## src/rtl/univ_shift_reg_pkg.sv

```systemverilog
// Shared types for the universal shift register: step modes and bounce direction.
package univ_shift_reg_pkg;

  typedef enum logic [2:0] {
    MODE_HOLD   = 3'd0,
    MODE_SHL    = 3'd1,
    MODE_SHR    = 3'd2,
    MODE_ROL    = 3'd3,
    MODE_ROR    = 3'd4,
    MODE_BOUNCE = 3'd5
  } mode_e;

  typedef enum logic {
    DIR_LEFT  = 1'b0,
    DIR_RIGHT = 1'b1
  } dir_e;

endpackage

```

## src/rtl/univ_shift_reg_prescaler.sv

```systemverilog
// Step prescaler: emits a one-cycle step strobe every div_i+1 enabled cycles.
module shift_prescaler #(
  parameter int DIV_WIDTH = 16
) (
  input  logic                 clk,
  input  logic                 rst,
  input  logic                 clr_i,
  input  logic                 en_i,
  input  logic [DIV_WIDTH-1:0] div_i,
  output logic                 tick_o
);

  logic [DIV_WIDTH-1:0] count_q;
  logic                 step;

  // >= rather than == so a lowered div_i expires a long count at once
  always_comb begin
    step   = en_i && !clr_i && (count_q >= div_i);
    tick_o = step;
  end

  always_ff @(posedge clk) begin
    if (rst || clr_i) begin
      count_q <= '0;
    end else if (step) begin
      count_q <= '0;
    end else if (en_i) begin
      count_q <= count_q + DIV_WIDTH'(1);
    end
  end

endmodule

```

## src/rtl/univ_shift_reg.sv

```systemverilog
// Universal shift register with prescaled stepping, parallel load and serial in/out.
// Define UNIV_SHIFT_REG_BOUNCE_EN to build BOUNCE mode and its direction register.
module univ_shift_reg
  import univ_shift_reg_pkg::*;
#(
  parameter int                  WIDTH      = 9,
  parameter logic [WIDTH-1:0]    INIT_VALUE = WIDTH'(1),
  parameter int                  DIV_WIDTH  = 16
) (
  input  logic                 clk,
  input  logic                 rst,
  input  logic                 en_i,
  input  logic [2:0]           mode_i,
  input  logic [DIV_WIDTH-1:0] div_i,
  input  logic                 load_i,
  input  logic [WIDTH-1:0]     load_data_i,
  input  logic                 ser_lsb_i,
  input  logic                 ser_msb_i,
  output logic [WIDTH-1:0]     reg_out_o,
  output logic                 ser_out_o,
  output logic                 tick_o,
  output logic                 wrap_o
);

  // Handshake: none; step is an internal strobe, tick_o/wrap_o are registered pulses.
  logic             step;
  logic [WIDTH-1:0] reg_q, nxt_reg;
  logic             ser_q, nxt_ser;
  logic             tick_q;
  logic             wrap_q, nxt_wrap;

  shift_prescaler #(.DIV_WIDTH(DIV_WIDTH)) u_prescaler (
    .clk    (clk),
    .rst    (rst),
    .clr_i  (load_i),
    .en_i   (en_i),
    .div_i  (div_i),
    .tick_o (step)
  );

`ifdef UNIV_SHIFT_REG_BOUNCE_EN
  dir_e dir_q, nxt_dir;
`endif

  always_comb begin
    nxt_reg  = reg_q;
    nxt_ser  = ser_q;
    nxt_wrap = 1'b0;
`ifdef UNIV_SHIFT_REG_BOUNCE_EN
    nxt_dir  = dir_q;
`endif
    case (mode_i)
      MODE_SHL: begin
        nxt_reg  = {reg_q[WIDTH-2:0], ser_lsb_i};
        nxt_ser  = reg_q[WIDTH-1];
        nxt_wrap = reg_q[WIDTH-1];
      end
      MODE_SHR: begin
        nxt_reg  = {ser_msb_i, reg_q[WIDTH-1:1]};
        nxt_ser  = reg_q[0];
        nxt_wrap = reg_q[0];
      end
      MODE_ROL: begin
        nxt_reg  = {reg_q[WIDTH-2:0], reg_q[WIDTH-1]};
        nxt_ser  = reg_q[WIDTH-1];
        nxt_wrap = reg_q[WIDTH-1];
      end
      MODE_ROR: begin
        nxt_reg  = {reg_q[0], reg_q[WIDTH-1:1]};
        nxt_ser  = reg_q[0];
        nxt_wrap = reg_q[0];
      end
`ifdef UNIV_SHIFT_REG_BOUNCE_EN
      MODE_BOUNCE: begin
        // Only the end we are heading towards can trigger a reversal
        if (dir_q == DIR_LEFT && reg_q[WIDTH-1]) begin
          nxt_dir  = DIR_RIGHT;
          nxt_wrap = 1'b1;
          nxt_reg  = {1'b0, reg_q[WIDTH-1:1]};
          nxt_ser  = reg_q[0];
        end else if (dir_q == DIR_RIGHT && reg_q[0]) begin
          nxt_dir  = DIR_LEFT;
          nxt_wrap = 1'b1;
          nxt_reg  = {reg_q[WIDTH-2:0], 1'b0};
          nxt_ser  = reg_q[WIDTH-1];
        end else if (dir_q == DIR_LEFT) begin
          nxt_reg  = {reg_q[WIDTH-2:0], 1'b0};
          nxt_ser  = reg_q[WIDTH-1];
        end else begin
          nxt_reg  = {1'b0, reg_q[WIDTH-1:1]};
          nxt_ser  = reg_q[0];
        end
      end
`endif
      default: ;
    endcase
  end

  always_ff @(posedge clk) begin
    if (rst) begin
      reg_q  <= INIT_VALUE;
      ser_q  <= 1'b0;
      tick_q <= 1'b0;
      wrap_q <= 1'b0;
    end else if (load_i) begin
      reg_q  <= load_data_i;
      tick_q <= 1'b0;
      wrap_q <= 1'b0;
    end else if (step) begin
      reg_q  <= nxt_reg;
      ser_q  <= nxt_ser;
      tick_q <= 1'b1;
      wrap_q <= nxt_wrap;
    end else begin
      tick_q <= 1'b0;
      wrap_q <= 1'b0;
    end
  end

`ifdef UNIV_SHIFT_REG_BOUNCE_EN
  always_ff @(posedge clk) begin
    if (rst || load_i) begin
      dir_q <= DIR_LEFT;
    end else if (step) begin
      dir_q <= nxt_dir;
    end
  end
`endif

  assign reg_out_o = reg_q;
  assign ser_out_o = ser_q;
  assign tick_o    = tick_q;
  assign wrap_o    = wrap_q;

endmodule

```

## config.mk

```make
export PLATFORM = sky130hd
export DESIGN_NAME = univ_shift_reg
export DESIGN_NICKNAME = d
export VERILOG_FILES = /design/src/rtl/univ_shift_reg_pkg.sv /design/src/rtl/univ_shift_reg_prescaler.sv /design/src/rtl/univ_shift_reg.sv
export SDC_FILE = /design/constraint.sdc
export NUM_CORES = 1
export LEC_CHECK = 0
export ABC_AREA = 1
export ABC_CLOCK_PERIOD_IN_PS = 1600
export CAP_MARGIN = 15
export CELL_PAD_IN_SITES_DETAIL_PLACEMENT = 0
export CELL_PAD_IN_SITES_GLOBAL_PLACEMENT = 2
export CORE_UTILIZATION = 24
export DETAILED_ROUTE_END_ITERATION = 6
export PLACE_DENSITY = 0.87
export SLEW_MARGIN = 0
export SYNTH_ARGS = -nofsm -noshare
export SYNTH_HDL_FRONTEND = slang
export SYNTH_SLANG_ARGS = --single-unit
```

## constraint.sdc

```tcl
create_clock -name clk -period 1.6 [get_ports clk]
set_input_delay 0.16 -clock clk [delete_from_list [all_inputs] [get_ports clk]]
set_output_delay 0.16 -clock clk [all_outputs]
set_load 0.005 [all_outputs]
```

* After elaboration in Yosys (flattened, before gate mapping)
Index checks and enable logic that the tools add are counted.
** Word-level totals
- Word-level logic and storage cells :: 33
- Bits in registers :: 28
** Operators by class
- Magnitude comparators :: 1
- Muxes and demuxes :: 6
- Bitwise gates (word level) :: 2
- Eq/ne operators :: 4
- $add $sub $neg :: 1
- Reduce and logical (&&, ||, !) cells :: 14
** Operators by type and width (count)
- one-hot mux 9 bit (4 select lines) :: 1
- two-way mux 9 bit :: 2
- adder 16 x 1 -> 16 bit, second input constant :: 1
- >= comparator 16 bit :: 1
- OR reduction 2 bit :: 4
- equality test 3 x 2 -> 1 bit, second input constant :: 2
- nonzero test 5 bit :: 1
- one-hot mux 1 bit (2 select lines) :: 2
- nonzero test 2 bit :: 2
- equality test 3 x 1 -> 1 bit, second input constant :: 1
- equality test 3 bit, second input constant :: 1
- AND reduction 3 bit :: 1
- OR reduction 3 bit :: 1
- logical AND 1 bit :: 2
- NOT 1 bit :: 2
- AND reduction 2 bit :: 1
- zero test 1 bit :: 1
- logical OR 1 bit :: 1
- two-way mux 1 bit :: 1

* Depth between registers and ports, before layout
Gate-level depths: netlist (run 1).
- Depth in word-level cells :: 5
- Mapped depth :: 15
- Mapped depth without buffers :: 15

* Cells and area by module
From an unflattened synthesis (run 1), not the netlist that was laid out.
** Unflattened totals
- Cells, all modules :: 300
- Area total of the unflattened synthesis :: 1978.1 um^2
** By module, submodules not included
- shift_prescaler :: sequential area each 320.3 um^2, cells an instance 176, times used 1, area each 1227.4 um^2
- univ_shift_reg :: sequential area each 240.2 um^2, cells an instance 124, times used 1, area each 750.7 um^2

* Worst setup path after synthesis (run 1)
Ideal clock, no wire load.
- Path type :: register -> register
- From :: register u_prescaler.count_q[7]
- To :: register reg_q[1], in the netlist reg_out_o[1]
- Data arrival time :: 1.562 ns
- Setup time :: 0.115 ns
- Cell stages (with the launch flop) :: 14
- Setup slack :: -0.077 ns
- Period minus slack after synthesis :: 1.677 ns
- Path through :: dfxtp_1 > ha_1 > nand2_1 > inv_1 > nand2_1 > nor2_1 > nor2_1 > nand2_1 > nand2_1 > nand2_1 > nand3_2 > buf_6 > a21oi_1 > nor2_1
** Between the ends
- Longest elaborated chain between the ends :: 4
** RTL lines
- start, declared :: RTL line univ_shift_reg_prescaler.sv:13 : logic [DIV_WIDTH-1:0] count_q;
- start signal, assigned :: RTL line univ_shift_reg_prescaler.sv:28 : count_q <= count_q + DIV_WIDTH'(1);
- >= comparator 16 bit :: RTL line univ_shift_reg_prescaler.sv:18 : step = en_i && !clr_i && (count_q >= div_i);
- logical AND 1 bit :: RTL line univ_shift_reg_prescaler.sv:18
- nonzero test 2 bit (no source line)
- AND reduction 2 bit (no source line)
- end signal, assigned :: RTL line univ_shift_reg.sv:106 : reg_q <= load_data_i;
- end signal, assigned :: RTL line univ_shift_reg.sv:110 : reg_q <= nxt_reg;
- end, declared :: RTL line univ_shift_reg.sv:27 : logic [WIDTH-1:0] reg_q, nxt_reg;
Every way passes these cells.
A chain may end at the register's enable or synchronous reset.

* Worst setup path in the final report (run 1)
- From :: input div_i[15]
- To :: register reg_q[2], in the netlist reg_out_o[2]
** Between the ends
- Longest elaborated chain between the ends :: 4
** RTL lines
- start, declared :: RTL line univ_shift_reg.sv:14 : input logic [DIV_WIDTH-1:0] div_i,
- >= comparator 16 bit :: RTL line univ_shift_reg_prescaler.sv:18
- logical AND 1 bit :: RTL line univ_shift_reg_prescaler.sv:18
- nonzero test 2 bit (no source line)
- AND reduction 2 bit (no source line)
Every way passes these cells.

==> results summary, run 1 <==
The flow ran to the end, but the final reports show violations. The final reports fail on setup timing. The overall overflow remaining after global route is 0. The count of hold buffers inserted by post-cts repair is 0. The routed length on met2 is 2430 um.

The final period demand of the worst path came out at 1720 ps. The cell total after placement is roughly 470. The routed length per placed instance came out at between 10 and 15 um.

The share of total power consumed by net switching came out at a little over a quarter. Sequential cells account for a little over two fifths of the total power. The I/O pin count is 46. The via count of the first global-routing pass came out at 2031. Across all layers, the routed design uses 2095 vias. The number of enable flip-flop cells after synthesis is 0. The share of the clock period used by the worst path came out at 108%.

The total number of H-tree levels came out at 1. The final count of negative-setup-slack endpoints is 26. The area enclosed by the die boundary came out at 8380 um^2. The net count of the mapped netlist is 339. Headroom to the max-slew limit came out at 68.6%.

Walking the worst path, the cells encountered are clkdlybuf4s50_1, inv_1, ha_4, nand2_2, nor3_2, nand2_2, nand2_4, buf_8, nand3_4, a21oi_2, nor2_1. The cell area after layout is 3260 um^2. The initialized floorplan defines 32 standard-cell rows.

The complex-gate fraction of the synthesized area is ~15%. The number of port buffers is 45. The synthesized design contains 28 register bits. The maximum number of pins on one net before global-route repair is 17. In the routed design, unresolved DRC markers number 0. In the synthesized netlist, mux cells make up 0% of the area. The combinational family with the most area after synthesis is simple AND/OR/NAND/NOR gates.

The via density per instance came out at approximately 4.4. The worst setup path is launched from an input port. The number of inserted diodes came out at 0. Leaving out filler cells and counting taps, the final layout contains between 400 and 500.

The warning count from the yosys run is 0. Based on the critical path, the design can be clocked at up to 581 MHz. In this design, the critical path's most frequently occurring cell is sky130_fd_sc_hd__nand2_2. Max-cap violations in this run came to 0. The routed metal-1 wire length came out at roughly 2600 um. The total placed instance area came out at between 2000 and 3000 um^2. After the last flow step, the layout net total stands at around 430.

The count of nets left with antenna violations once routing finished came out at 0. The share of power burned in combinational logic is 23.4%. The leakage power figure is 1.40 nW. The cell family contributing the most delay on the critical path is simple AND/OR/NAND/NOR gates.

In the detailed route, the total length drawn on met3 is ~250 um. For this design, the slowest cell found on the critical path is sky130_fd_sc_hd__clkdlybuf4s50_1. The summed instance area of the synthesized netlist is 1920 um^2.

The nature of the critical path endpoint is a flip-flop. The final routed wirelength across all metal layers came out at about 5200 um. The pre-antenna-repair detailed-routing pass consisted of 4 iterations. The power after layout came out at 1.72 mW.

The average instance in the mapped netlist occupies 6.68 um^2. The largest fanout of any net on the critical path is 5. TritonCTS built the clock tree. The min-delay analysis places its worst path in the category reg -> reg. The number of buffers inserted during clock tree synthesis is 3. Leaving out fill and tap cells, the most frequent cells in the layout are 47 x sky130_fd_sc_hd__nand2_1, 39 x sky130_fd_sc_hd__inv_1, 39 x sky130_fd_sc_hd__clkdlybuf4s50_1.

Routed signal wires occupy layers up through met4. The delay of the slowest cell on the worst path came out at 450 ps. The endpoint arrival time on the critical path is 1910 ps.

For the worst setup path, the data required time is 1790 ps. The max-slew violation total from the final report is 0. The fraction of layout instances using a drive strength above 1 is approximately a third. The weighted congestion at the end of routability-driven global placement came out at 0.744. The most common library cell in the layout ignoring fill and taps is sky130_fd_sc_hd__nand2_1. The wire length of the first global-routing pass came out at between 8000 and 9000 um.

The internal portion of the total power is 1.27 mW. The area of the core is roughly 7700 um^2. After Yosys synthesis, and, or, nand and nor cells account for about 30% of the synthesized area. The CTS sink count is 28. The height of the die is 91.5 um. Clock latency on the worst-skew pair, taken at its later pin, is 280 ps. The power share of the clock group came out at 33.8%. The width of the die is about 92 um. Setup slack on the critical path of the routed design comes to -121 ps. The maximum vdd drop came out at 0.000352 V. The layout overhead on the synthesized area came out at 69.7%. The aggregate global-route resource usage came out at between 10% and 20%. Setup repair after global routing could not meet its margin everywhere.

Summed over all nets, the switching power comes to 448 uW. Of all flip-flops after synthesis, the portion carrying an async set or reset was 0%. The total half-perimeter wirelength after legalization and detailed placement is 3720 um. At the pin with the least slew margin, the transition time is 471 ps. The clock-pin slew reported for the worst setup and hold paths after clock tree synthesis came out at between 100 and 150 ps.

The XOR/XNOR share of the synthesized area came out at 3.19%. Sequential elements use between 20% and 30% of the synthesized area. The clock passes through at most 2 buffers.

Synthesis instantiated 32 different standard cells from the library. Clock skew on the completed layout was measured at 5.53 ps. The share of synthesized cell area in full adder, half adder and majority cells came out at between 10% and 20%. Power spread over the standard cell area amounts to 526 nW/um^2.

Synthesis produced 288 cells. After filler insertion, the fill cell instance count of the layout stands at 787. Clock tree synthesis selected as its root buffer the cell sky130_fd_sc_hd__clkbuf_8. The top flip-flop cell by instance count after synthesis is sky130_fd_sc_hd__dfxtp_1.

The number of endpoints with negative hold slack in the final report is 0. The detailed router finished its first iteration with 55 violations. The initial antenna violation count is 0. The effective utilization at floorplan came out at between 20 and 25%. The total buffers and inverters traversed by the critical path came out at 3. The kind of critical path is in -> reg.
state kept, by name (all words and copies together), names as in the netlist:
name                 count
u_prescaler.count_q     16
reg_out_o                9
tick_o                   1
wrap_o                   1
ser_out_o                1
cells in the mapped netlist (3+ instances only):
cell type / n / area share (%)
sky130_fd_sc_hd__nand3_1: 16 / 4.2
sky130_fd_sc_hd__nor2_1: 33 / 6.4
sky130_fd_sc_hd__o21ai_0: 15 / 3.9
sky130_fd_sc_hd__ha_1: 17 / 11
sky130_fd_sc_hd__nand2_1: 56 / 11
sky130_fd_sc_hd__dfxtp_1: 28 / 29
sky130_fd_sc_hd__a21oi_1: 31 / 8.1
sky130_fd_sc_hd__nand2_2: 3 / 0.98
sky130_fd_sc_hd__or2_2: 3 / 0.98
sky130_fd_sc_hd__nand3_2: 3 / 1.6
sky130_fd_sc_hd__nand4_1: 4 / 1.3
sky130_fd_sc_hd__nor3_1: 4 / 1.0
sky130_fd_sc_hd__inv_1: 46 / 9.0
sky130_fd_sc_hd__xnor2_1: 3 / 1.4
sky130_fd_sc_hd__xor2_1: 4 / 1.8
layout make-up:
| cell class | instances | area (um^2) | area share, % |
|---|---|---|---|
| multi-input cells | 208 | 1490 | 45.6 |
| inverters | 49 | 184 | 5.64 |
| clock buffers | 3 | 41.3 | 1.27 |
| repair buffers | 87 | 822 | 25.2 |
| well taps | 102 | 128 | 3.91 |
| flip-flops and latches | 28 | 572 | 17.5 |
| clock inverters | 1 | 30.0 | 0.920 |
metrics by stage:
step,setup TNS [ps],worst slack [ps],hold slack [ps],util [%]
global route,-5090,-249,529,42.2
global placement,-12990,-523,475,36.5
detailed placement,-13130,-534,466,36.5
finish,-2340,-121,494,42.2
floorplan,-66.6,-8.32,229,-
CTS,-2720,-139,483,40.5
power groups by stage:
stage	sequential [mW]	clock (mW)	combinational [mW]
3_3_place_gp	0.752	0	0.350
4_1_cts	0.735	0.608	0.391
5_1_grt	0.739	0.630	0.445
2_1_floorplan	0.747	0	0.152
3_5_place_dp	0.750	0	0.351
6_report	0.736	0.580	0.401
worst paths after layout:
check                           depth (start not counted)      endpoint  slack (ps)                    start
worst max-delay path                                   11  reg_out_o[2]        -120                div_i[15]
worst min-delay path                                    2     ser_out_o         490                ser_out_o
worst max register to register                          9  reg_out_o[2]        -100  u_prescaler.count_q[15]
worst min register to register                          2     ser_out_o         490                ser_out_o
timing repair:
| item | 4_1_cts | 5_1_grt |
|---|---|---|
| endpoints found under the setup margin | 28 | 28 |
| cloned | 3 | 1 |
| pin swaps | 25 | 16 |
| gates resized for setup | 47 | 32 |
| buffers inserted | 2 | 2 |
worst min-delay path, stage by stage (launching register included):
cell	delay, ps
sky130_fd_sc_hd__dfxtp_1	330
sky130_fd_sc_hd__nand2_1	80
sky130_fd_sc_hd__a21oi_2	50
logic make-up after synthesis:
| family | Yosys count |
|---|---|
| flops | 28 |
| fa+ha+maj | 17 |
| xor+xnor | 7 |
| simple gates | 127 |
| compound gates | 54 |
| buf+inv | 55 |
layer usage:
metal  global-route usage (%)  vias up
met1                     16.7      946
met2                     22.6       40
met5                        0        -
met3                     3.02        2
met4                     1.98        0
li1                         -     1107
Power figures use the tool's default switching activity.
==> inputs of run 2 (changes only) <==
--- a/config.mk
+++ b/config.mk
@@ -7,7 +7,6 @@
 export LEC_CHECK = 0
 export ABC_AREA = 1
 export ABC_CLOCK_PERIOD_IN_PS = 1600
-export CAP_MARGIN = 15
 export CELL_PAD_IN_SITES_DETAIL_PLACEMENT = 0
 export CELL_PAD_IN_SITES_GLOBAL_PLACEMENT = 2
 export CORE_UTILIZATION = 24
==> results of run 2 <==
Same layout as run 1: the final DEF is identical, and so are final timing and power.
==> inputs of run 3 (changes only) <==
--- a/config.mk
+++ b/config.mk
@@ -6,13 +6,11 @@
 export NUM_CORES = 1
 export LEC_CHECK = 0
 export ABC_AREA = 1
-export ABC_CLOCK_PERIOD_IN_PS = 1600
 export CELL_PAD_IN_SITES_DETAIL_PLACEMENT = 0
 export CELL_PAD_IN_SITES_GLOBAL_PLACEMENT = 2
 export CORE_UTILIZATION = 24
 export DETAILED_ROUTE_END_ITERATION = 6
 export PLACE_DENSITY = 0.87
-export SLEW_MARGIN = 0
 export SYNTH_ARGS = -nofsm -noshare
 export SYNTH_HDL_FRONTEND = slang
 export SYNTH_SLANG_ARGS = --single-unit
==> results of run 3 <==
Same layout as run 1: the final DEF is identical, and so are final timing and power.
